===== src/rtl/conv2d_oc_scheduler.sv =====
// conv2d_oc_scheduler: sequences the per-window output-channel loop (weight reads, PE starts, result slots, vector handshake).
// Optional watchdog enabled by defining CONV2D_SCHED_TIMEOUT_EN.
module conv2d_oc_scheduler #(
    parameter int NUM_OUT_CHANNELS = 16,
    parameter int ADDR_W           = 8,
    parameter int BRAM_LATENCY     = 1,
    parameter int TIMEOUT          = 64,
    parameter int CH_W             = $clog2(NUM_OUT_CHANNELS)
) (
    input  logic              clk,
    input  logic              rst,
    input  logic [ADDR_W-1:0] cfg_base,
    input  logic              win_valid,
    output logic              win_ready,
    output logic              wt_rd_en,
    output logic [ADDR_W-1:0] wt_rd_addr,
    output logic              pe_start,
    output logic [CH_W-1:0]   pe_ch,
    input  logic              pe_done,
    output logic              res_we,
    output logic [CH_W-1:0]   res_idx,
    output logic              out_valid,
    input  logic              out_ready,
    output logic              busy,
    output logic              err_overrun,
    output logic              err_timeout
);
    typedef enum logic [1:0] {IDLE, ISSUE, COLLECT, EMIT} state_t;
    localparam logic [CH_W-1:0] LAST_CH = CH_W'(NUM_OUT_CHANNELS - 1);

    if (NUM_OUT_CHANNELS < 2 || BRAM_LATENCY < 1 || TIMEOUT < 1) begin : g_cfg_check
        $error("conv2d_oc_scheduler: illegal parameter set");
    end

    state_t                             state_q;
    logic [ADDR_W-1:0]                  base_q;
    logic [CH_W-1:0]                    issue_ch_q, done_cnt_q;
    logic [CH_W:0]                      outst_q, outst_d;
    logic [BRAM_LATENCY-1:0]            pv_q;
    logic [BRAM_LATENCY-1:0][CH_W-1:0]  pc_q;
    logic                               err_overrun_q, done_ok, timeout_hit;

    assign win_ready   = state_q == IDLE;
    assign busy        = state_q != IDLE;
    assign out_valid   = state_q == EMIT;
    assign wt_rd_en    = state_q == ISSUE;
    assign wt_rd_addr  = base_q + ADDR_W'(issue_ch_q);
    assign pe_start    = pv_q[BRAM_LATENCY-1];
    assign pe_ch       = pc_q[BRAM_LATENCY-1];
    assign res_we      = done_ok;
    assign res_idx     = done_cnt_q;
    assign err_overrun = err_overrun_q;

    // A result is only accepted while a started channel is still outstanding
    always_comb begin
        done_ok = pe_done && outst_q != '0 && (state_q == ISSUE || state_q == COLLECT);
        outst_d = outst_q + (CH_W+1)'(pe_start) - (CH_W+1)'(done_ok);
    end

`ifdef CONV2D_SCHED_TIMEOUT_EN
    localparam int WD_W = $clog2(TIMEOUT + 1);
    logic [WD_W-1:0] wd_q;
    logic            err_timeout_q;
    assign timeout_hit = state_q == COLLECT && !pe_done && wd_q == WD_W'(TIMEOUT - 1);
    assign err_timeout = err_timeout_q;
    // Watchdog restarts on any result and outside COLLECT, so it only measures a stalled collect phase
    always_ff @(posedge clk) begin
        if (rst) begin
            wd_q          <= '0;
            err_timeout_q <= 1'b0;
        end else begin
            wd_q <= (pe_done || state_q != COLLECT) ? '0 : wd_q + 1'b1;
            if (timeout_hit) err_timeout_q <= 1'b1;
        end
    end
`else
    assign timeout_hit = 1'b0;
    assign err_timeout = 1'b0;
`endif

    // Main FSM, start pipe aligned to BRAM latency, and result/outstanding counters
    always_ff @(posedge clk) begin
        if (rst) begin
            state_q       <= IDLE;
            base_q        <= '0;
            issue_ch_q    <= '0;
            done_cnt_q    <= '0;
            outst_q       <= '0;
            pv_q          <= '0;
            pc_q          <= '0;
            err_overrun_q <= 1'b0;
        end else begin
            outst_q <= outst_d;
            pv_q[0] <= wt_rd_en;
            pc_q[0] <= issue_ch_q;
            for (int i = 1; i < BRAM_LATENCY; i++) begin
                pv_q[i] <= pv_q[i-1];
                pc_q[i] <= pc_q[i-1];
            end
            if (pe_done && !done_ok) err_overrun_q <= 1'b1;
            if (done_ok) done_cnt_q <= done_cnt_q + 1'b1;
            case (state_q)
                IDLE: if (win_valid) begin
                    base_q     <= cfg_base;
                    issue_ch_q <= '0;
                    done_cnt_q <= '0;
                    state_q    <= ISSUE;
                end
                ISSUE: begin
                    issue_ch_q <= issue_ch_q + 1'b1;
                    if (issue_ch_q == LAST_CH) state_q <= COLLECT;
                end
                COLLECT: if (done_ok && done_cnt_q == LAST_CH) begin
                    state_q <= EMIT;
                end else if (timeout_hit) begin
                    state_q <= IDLE;
                    pv_q    <= '0;
                    outst_q <= '0;
                end
                default: if (out_ready) state_q <= IDLE;
            endcase
        end
    end
endmodule

===== config.mk =====
export PLATFORM = sky130hd
export DESIGN_NAME = conv2d_oc_scheduler
export DESIGN_NICKNAME = d
export VERILOG_FILES = /design/src/rtl/conv2d_oc_scheduler.sv
export SDC_FILE = /design/constraint.sdc
export NUM_CORES = 1
export LEC_CHECK = 0
export CAP_MARGIN = 20
export CELL_PAD_IN_SITES_DETAIL_PLACEMENT = 1
export CELL_PAD_IN_SITES_GLOBAL_PLACEMENT = 2
export CORE_MARGIN = 8
export CORE_UTILIZATION = 31
export CTS_BUF_LIST = sky130_fd_sc_hd__clkbuf_16
export CTS_CLUSTER_SIZE = 20
export DETAILED_ROUTE_END_ITERATION = 8
export PLACE_DENSITY = 0.92
export SETUP_SLACK_MARGIN = 0.05
export SYNTH_ARGS = -nofsm -noshare
export SYNTH_HDL_FRONTEND = slang
export SYNTH_SLANG_ARGS = --single-unit

===== constraint.sdc =====
create_clock -name clk -period 5.3 [get_ports clk]
set_input_delay 1.06 -clock clk [delete_from_list [all_inputs] [get_ports clk]]
set_output_delay 1.06 -clock clk [all_outputs]
set_load 0.01 [all_outputs]

Yosys cells after proc, flatten, opt, wreduce, memory -nomap -nowiden. Cells that the tools add are included. W data, S select, Z words.

Register bits after elaboration: 29. Bits of input ports: 13. Output and inout port bits: 24. Word-level logic and storage cells: 45.

Add/subtract/negate cells: 5. Equality and inequality tests: 8. Muxes and demuxes: 10. Reductions and logical operators: 14.

Operators with widths (number): $mux W4 (4); $add A4 B1 Y4 const B (2); $add A8 B4 Y8 (1); $eq A4 B4 Y1 const B (2); $mux W2 (4); $pmux W4 S2 (1); $pmux W2 S3 (1); $add A5 B1 Y5 (1); $reduce_bool A5 Y1 (1); $sub A5 B1 Y5 (1); $eq A2 B2 Y1 const B (2); $logic_and A1 B1 Y1 (4); $ne A2 B1 Y1 const B (2); $reduce_and A2 Y1 (2); $reduce_and A4 Y1 (1); $reduce_bool A2 Y1 (2); $reduce_bool A4 Y1 (1); $eq A2 B1 Y1 const B (1); $logic_not A2 Y1 (1); $ne A2 B2 Y1 const B (1); $logic_not A1 Y1 (1); $logic_or A1 B1 Y1 (1).

Longest topological paths before layout. Gate-level depths: netlist of run 1.

Depth after elaboration: 6. Depth in mapped cells: 13.

Least setup slack after synthesis of run 1. Ideal clock, no wire load.

Path kind: in2reg. Start: input pe_done. End: register outst_q[4]. Arrival time: 2633 ps. Data required time: 5169 ps. Setup slack: 2536 ps. Stages on the path: 11. Path buffers: 0. Cells stage by stage: nand2_1 -> or3_1 -> inv_1 -> a21o_1 -> ha_1 -> inv_1 -> fa_1 -> nor2b_1 -> o21bai_1 -> a21oi_1 -> nor3b_1.

Word-level cells in the longest chain between the ends: 3.

Ends and longest elaborated chain: start, declared (line 19) `input logic pe_done,`; $logic_and A1 B1 Y1 (2 in series) (line 56) `done_ok = pe_done && outst_q != '0 && (state_q == ISSUE || state_q == COLLECT);`; $sub A5 B1 Y5 (line 57) `outst_d = outst_q + (CH_W+1)'(pe_start) - (CH_W+1)'(done_ok);`; end signal, assigned (line 93) `outst_q <= outst_d;`; end, declared (line 38) `logic [CH_W:0] outst_q, outst_d;`.

No other way between the ends. A chain may end at the register's enable or synchronous reset.

Worst setup path after layout of run 1.
Start: register issue_ch_q[0]. End: output wt_rd_addr[6].

Word-level cells in the longest chain between the ends: 1.

Ends and longest elaborated chain: start, declared (line 37) `logic [CH_W-1:0] issue_ch_q, done_cnt_q;`; start signal, assigned (line 110) `issue_ch_q <= issue_ch_q + 1'b1;`; $add A8 B4 Y8 (line 47) `assign wt_rd_addr = base_q + ADDR_W'(issue_ch_q);`; end, declared (line 16) `output logic [ADDR_W-1:0] wt_rd_addr,`.

No other way between the ends.

==> results.json, run 1 <==
{
  "post-route-period-util_pct": 68.06,
  "die_h_um": 87.51,
  "synth-edff-count": 0,
  "place.gp.congestion": 0.7325,
  "place_hpwl_um": 2965,
  "syn_to_final_growth_pct": 35.67,
  "drcViolationCount": 0,
  "ys.flop_type": "dfxtp_1",
  "io_pins": 37,
  "cts_resized": 0,
  "report.final.setup_viol": 0,
  "port_buffers": 35,
  "htree_levels": 2,
  "syn_inst": 185,
  "insertion_delay_ns": 0.27,
  "overflow": 0,
  "antenna_found_initial": 0,
  "worstPathRequired_ns": 4.24,
  "synth-seq-cells": 29,
  "cp-startpoint": "issue_ch_q[0]",
  "leakage_nw": 0.8693,
  "arrival_ns": 2.55,
  "fin_nets": 254,
  "firstDrtPassIters": 4,
  "cts_sinks": 29,
  "rsz0062_at_grt": "no",
  "wl_um": 4000,
  "num_antenna_cells": 0,
  "grt_pass1_vias": 1376,
  "netlist_area_um2": 1585,
  "rrSetupSlack_ns": 2.48,
  "timing.slew.headroom_pct": 58.93,
  "core_area_um2": 5010,
  "cts_tree": "done",
  "grt_max_degree": 32,
  "maxSlewViolCount": 0,
  "num_vias": 1340,
  "period_minus_slack_ns": 3.607,
  "finish.instance_area_um2": 2151,
  "synth_async_sr_flop_share_pct": 0,
  "placed_area_um2": 2008,
  "reg2reg_to": "outst_q[4]",
  "clk_pin_slew_ns": 0.05,
  "status": "finished, final reports clean",
  "worst_setup_path_end_kind": "output pin",
  "ys_warn_count": 0,
  "power.total_mw": 1.018,
  "critPathKind": "reg2out",
  "track_usage_pct": 10.90,
  "path_max_fanout": 6,
  "initial_core_util_pct": 31.64,
  "peakVddDrop_mv": 0.2553,
  "cap_viol_max_count": 0,
  "wl_per_cell_um": 13.61,
  "ys_types": 32,
  "hold_end": "err_overrun",
  "hp-start": "err_overrun",
  "cts_buffers": 5,
  "die_area_um2": 7658,
  "fillers": 613,
  "p_per_area_nw_per_um2": 473.2,
  "grt_pass1_wl_um": 6506,
  "drive_gt1_share_pct": 4.911,
  "hold_buffers": 0,
  "rr_worst_depth": 13,
  "dr.first_iter.drc_count": 60,
  "die_x_um": 87.51,
  "finalHoldViolCount": 0,
  "syn_nets": 216,
  "syn_avg_cell_area_um2": 8.569,
  "ant_nets": 0,
  "hold_path_depth": 2,
  "cts_buffer_depth": 2,
  "rr_startpoint": "state_q[1]",
  "worst_pin_slew_ns": 0.6144,
  "max_freq_mhz": 277.2,
  "critPathLaunchType": "register",
  "skew_ns": 0.003959,
  "ys_seq_area_share_pct": 36.62,
  "num_rows": 26,
  "holdCritPathClass": "reg2reg",
  "cts_root_buffer": "clkbuf_16",
  "post_cts_buffers": 0,
  "fin_setup_tns_ns": 0,
  "vias_per_cell": 4.558
}
power by group:
group          leakage, nW  internal [mW]  switching, mW
Clock               0.0696          0.171         0.0959
Combinational        0.563          0.216          0.230
Sequential           0.237          0.262         0.0428
Total                0.869          0.649          0.368
logic make-up (layout without fill, tap and decap cells):
group	count (synthesis)	in the layout	share of synthesized area, %
xor gates and xnor gates	10	10	5.525
other	1	1	0.2366
muxes	3	3	1.973
adders and majority gates	18	18	15.15
and+or+nand+nor	71	71	22.65
DFF	29	29	36.62
AOI/OAI and AO/OA	31	31	12.39
buffers and inverters	22	61	5.446
sequential cells by signal (all words and copies together), names as in the netlist:
| name | count |
|---|---|
| base_q | 8 |
| err_overrun | 1 |
| issue_ch_q | 4 |
| outst_q | 5 |
| pe_ch | 4 |
| pe_start | 1 |
| res_idx | 4 |
| state_q | 2 |
stage by stage:
stage / setup slack (ns) / cells / util, % / hold slack, ns
2_1_floorplan: 2.536 / 185 / - / 0.4406
3_3_place_gp: 1.710 / 286 / 40.08 / 0.4443
3_5_place_dp: 1.689 / 286 / 40.08 / 0.4538
4_1_cts: 1.663 / 294 / 42.93 / 0.4609
5_1_grt: 1.521 / 294 / 42.93 / 0.4772
6_report: 1.693 / 294 / 42.93 / 0.4531
cell type report:
type / count / area [um^2] / area share [%]
Sequential cell: 29 / 580.6 / 26.99
Timing Repair Buffer: 36 / 357.8 / 16.64
Tap cell: 70 / 87.58 / 4.072
Clock buffer: 5 / 125.1 / 5.817
Inverter: 17 / 63.81 / 2.967
Multi-Input combinational cell: 134 / 918.4 / 42.70
Clock inverter: 3 / 17.52 / 0.8144
layer usage:
| metal | global-route usage (%) | up-vias | wire length (um) |
|---|---|---|---|
| met5 | 0 | - | 0 |
| met4 | 4.688 | 0 | 38 |
| met3 | 3.302 | 2 | 224 |
| met2 | 18.46 | 33 | 1963 |
| met1 | 12.36 | 620 | 1773 |
| li1 | - | 685 | - |
synthesized netlist by cell type (2+ instances only):
cell type | count | area [um^2]
nand2b_1 | 2 | 12.51
clkbuf_1 | 3 | 11.26
ha_1 | 16 | 200.2
fa_1 | 2 | 40.04
nand3_1 | 7 | 35.03
nand2_1 | 24 | 90.09
a21o_1 | 3 | 22.52
xnor2_1 | 6 | 52.55
xor2_1 | 4 | 35.03
and2_1 | 2 | 12.51
dfxtp_1 | 29 | 580.6
mux2i_1 | 2 | 20.02
nor3_1 | 9 | 45.04
nor2_1 | 8 | 30.03
o21ai_0 | 5 | 25.02
nor2b_1 | 11 | 68.82
nor3b_1 | 4 | 30.03
a21oi_1 | 18 | 90.09
inv_1 | 17 | 63.81
critical path: stages, from the launching register on:
cell	delay [ns]
dfxtp_1	0.44
ha_1	0.21
inv_1	0.06
fa_1	0.40
nor2b_1	0.12
o21ai_0	0.12
a21oi_1	0.20
xor2_1	0.16
clkdlybuf4s50_1	0.56
how the worst max path moves through the flow:
stage,endpoint,slack [ns],cells after the start
finish,wt_rd_addr[6],1.69,8
global route,wt_rd_addr[6],1.52,8
CTS,wt_rd_addr[6],1.66,8
detailed placement,res_we,1.69,4
global placement,res_we,1.71,4
floorplan,outst_q[4],2.54,11
cells in the final DEF (no fill, tap or decap), types with 6 or more instances in the layout:
master           instances
nand2_1                 24
ha_1                    16
a21oi_1                 18
inv_1                   17
nand3_1                  7
xnor2_1                  6
dfxtp_1                 29
clkdlybuf4s50_1         35
nor2b_1                 11
nor3_1                   9
nor2_1                   8
Power figures use the tool's default switching activity.
==> run 2: changes to the inputs <==
--- a/config.mk
+++ b/config.mk
@@ -9,11 +9,11 @@
 export CELL_PAD_IN_SITES_DETAIL_PLACEMENT = 1
 export CELL_PAD_IN_SITES_GLOBAL_PLACEMENT = 2
 export CORE_MARGIN = 8
-export CORE_UTILIZATION = 31
+export CORE_UTILIZATION = 29
 export CTS_BUF_LIST = sky130_fd_sc_hd__clkbuf_16
 export CTS_CLUSTER_SIZE = 20
 export DETAILED_ROUTE_END_ITERATION = 8
-export PLACE_DENSITY = 0.92
+export PLACE_DENSITY = 0.87
 export SETUP_SLACK_MARGIN = 0.05
 export SYNTH_ARGS = -nofsm -noshare
 export SYNTH_HDL_FRONTEND = slang
==> constraint.sdc (replaced) <==
create_clock -name clk -period 3.6 [get_ports clk]
set_input_delay 0.72 -clock clk [delete_from_list [all_inputs] [get_ports clk]]
set_output_delay 0.72 -clock clk [all_outputs]
set_load 0.01 [all_outputs]
==> results.json, run 2 (synthesis gave the netlist of run 1 again) <==
{
  "status": "finished, final reports clean",
  "crit_chain": "ha_1 -> inv_1 -> fa_1 -> nor2b_1 -> o21ai_0 -> a21oi_1 -> xor2_1 -> clkdlybuf4s50_1",
  "slowest_delay_ns": 0.55,
  "cts_root_buffer": "clkbuf_16",
  "skew_ns": 0.002726,
  "placed_area_um2": 2011,
  "drive_gt1_share_pct": 4.018,
  "worst_setup_path_end_kind": "output pin",
  "regMostFlops": "base_q",
  "dr.first_iter.drc_count": 26,
  "wl_per_cell_um": 12.99,
  "place_ws_ns": 0.5085,
  "num_vias": 1353,
  "period_minus_slack_ns": 3.167,
  "cts_tree": "done",
  "report.final.setup_viol": 0,
  "worstPathRequired_ns": 2.88,
  "finish.instance_area_um2": 2148,
  "cts_sinks": 29,
  "rr_worst_depth": 13,
  "fin_setup_tns_ns": 0,
  "regArea_um2": 580.6,
  "clk_pin_slew_ns": 0.05,
  "slowest_stage": "clkdlybuf4s50_1",
  "overflow": 0,
  "place_hpwl_um": 3031,
  "num_rows": 27,
  "grt_pass1_vias": 1408,
  "vias_per_cell": 4.571,
  "initial_core_util_pct": 29.33,
  "path_max_fanout": 6,
  "max_freq_mhz": 315.7,
  "hold_path_depth": 2,
  "post_cts_buffers": 0,
  "antenna_found_initial": 0,
  "cts_buffer_depth": 2,
  "fillers": 640,
  "reg.largest.list": "base_q: 8 flops, outst_q: 5 flops",
  "io_pins": 37,
  "die_area_um2": 8088,
  "rsz0062_at_grt": "no",
  "fin_ws_ns": 0.4329,
  "largest_reg_flops": 8,
  "syn_to_final_growth_pct": 35.52,
  "hold_buffers": 0,
  "firstDrtPassIters": 3,
  "worst_pin_slew_ns": 0.6041,
  "holdCritPathClass": "reg2reg",
  "track_usage_pct": 10.16,
  "drcViolationCount": 0,
  "die_h_um": 89.94,
  "arrival_ns": 2.45,
  "cts_buffers": 5,
  "htree_levels": 2,
  "peakVddDrop_mv": 0.3091,
  "multi_input_area_um2": 918.4,
  "num_antenna_cells": 0,
  "die_x_um": 89.94,
  "final_cells": 296,
  "ant_nets": 0,
  "critPathLaunchType": "register",
  "finalHoldViolCount": 0,
  "insertion_delay_ns": 0.27,
  "place_inst": 288,
  "p_per_area_nw_per_um2": 689.0,
  "core_area_um2": 5405,
  "maxSlewViolCount": 0,
  "critPathKind": "reg2out",
  "leakage_nw": 0.8683,
  "wl_um": 3845,
  "post-route-period-util_pct": 87.98,
  "port_buffers": 35,
  "layout_commonest_cell": "clkdlybuf4s50_1",
  "cts_resized": 0,
  "fin_nets": 254,
  "layout_common_cells": "clkdlybuf4s50_1 (35), dfxtp_1 (29), nand2_1 (24), a21oi_1 (18), inv_1 (17)",
  "place.gp.congestion": 0.7806,
  "grt_pass1_wl_um": 6810,
  "grt_max_degree": 19,
  "timing.slew.headroom_pct": 59.60,
  "cap_viol_max_count": 0
}
run 2: area by class of cell:
cell class | count | share of cell area, %
multi-input cells | 134 | 42.75
well taps | 72 | 4.193
flip-flops and latches | 29 | 27.02
clock buffers | 5 | 5.824
clock inverters | 3 | 0.5824
repair buffers | 36 | 16.66
inverters | 17 | 2.970
run 2: metal layers:
| metal | track usage [%] | part of all wire (%) |
|---|---|---|
| met4 | 5.409 | 2.3 |
| met5 | 0 | 0 |
| met2 | 15.58 | 48 |
| met1 | 12.47 | 45 |
| met3 | 3.076 | 4.8 |
run 2: worst paths after layout:
path	startpoint	endpoint	slack, ns
hold / removal	err_overrun	err_overrun	0.46
hold reg to reg	err_overrun	err_overrun	0.46
setup / recovery	issue_ch_q[0]	wt_rd_addr[6]	0.43
setup reg to reg	state_q[1]	outst_q[4]	0.87
run 2: worst max-delay path, delay by kind of cell, from the launching register on:
kind	cells	cell delay, ns
flip-flops	1	0.41
buffers and inverters	2	0.60
XOR/XNOR	1	0.15
AND/OR/NAND/NOR	1	0.11
AO/OA/AOI/OAI	2	0.30
adder cells (fa/ha/maj)	2	0.59
run 2: power breakdown:
group          internal (mW)  switching (mW)  total [mW]  leakage, nW
registers              0.386          0.0605       0.446        0.237
logic                  0.318           0.330       0.648        0.563
clock network          0.249           0.137       0.386       0.0687
total                  0.953           0.527        1.48        0.868
run 2: metrics by stage:
| stage | utilization (%) | hold WS [ns] | total power [mW] |
|---|---|---|---|
| 6_report | 39.75 | 0.4567 | 1.480 |
| 5_1_grt | 39.75 | 0.4877 | 1.619 |
| 4_1_cts | 39.75 | 0.4663 | 1.511 |
| 3_5_place_dp | 37.20 | 0.4586 | 1.110 |
| 3_3_place_gp | 37.20 | 0.4490 | 1.091 |
| 2_1_floorplan | - | 0.4406 | 0.8778 |
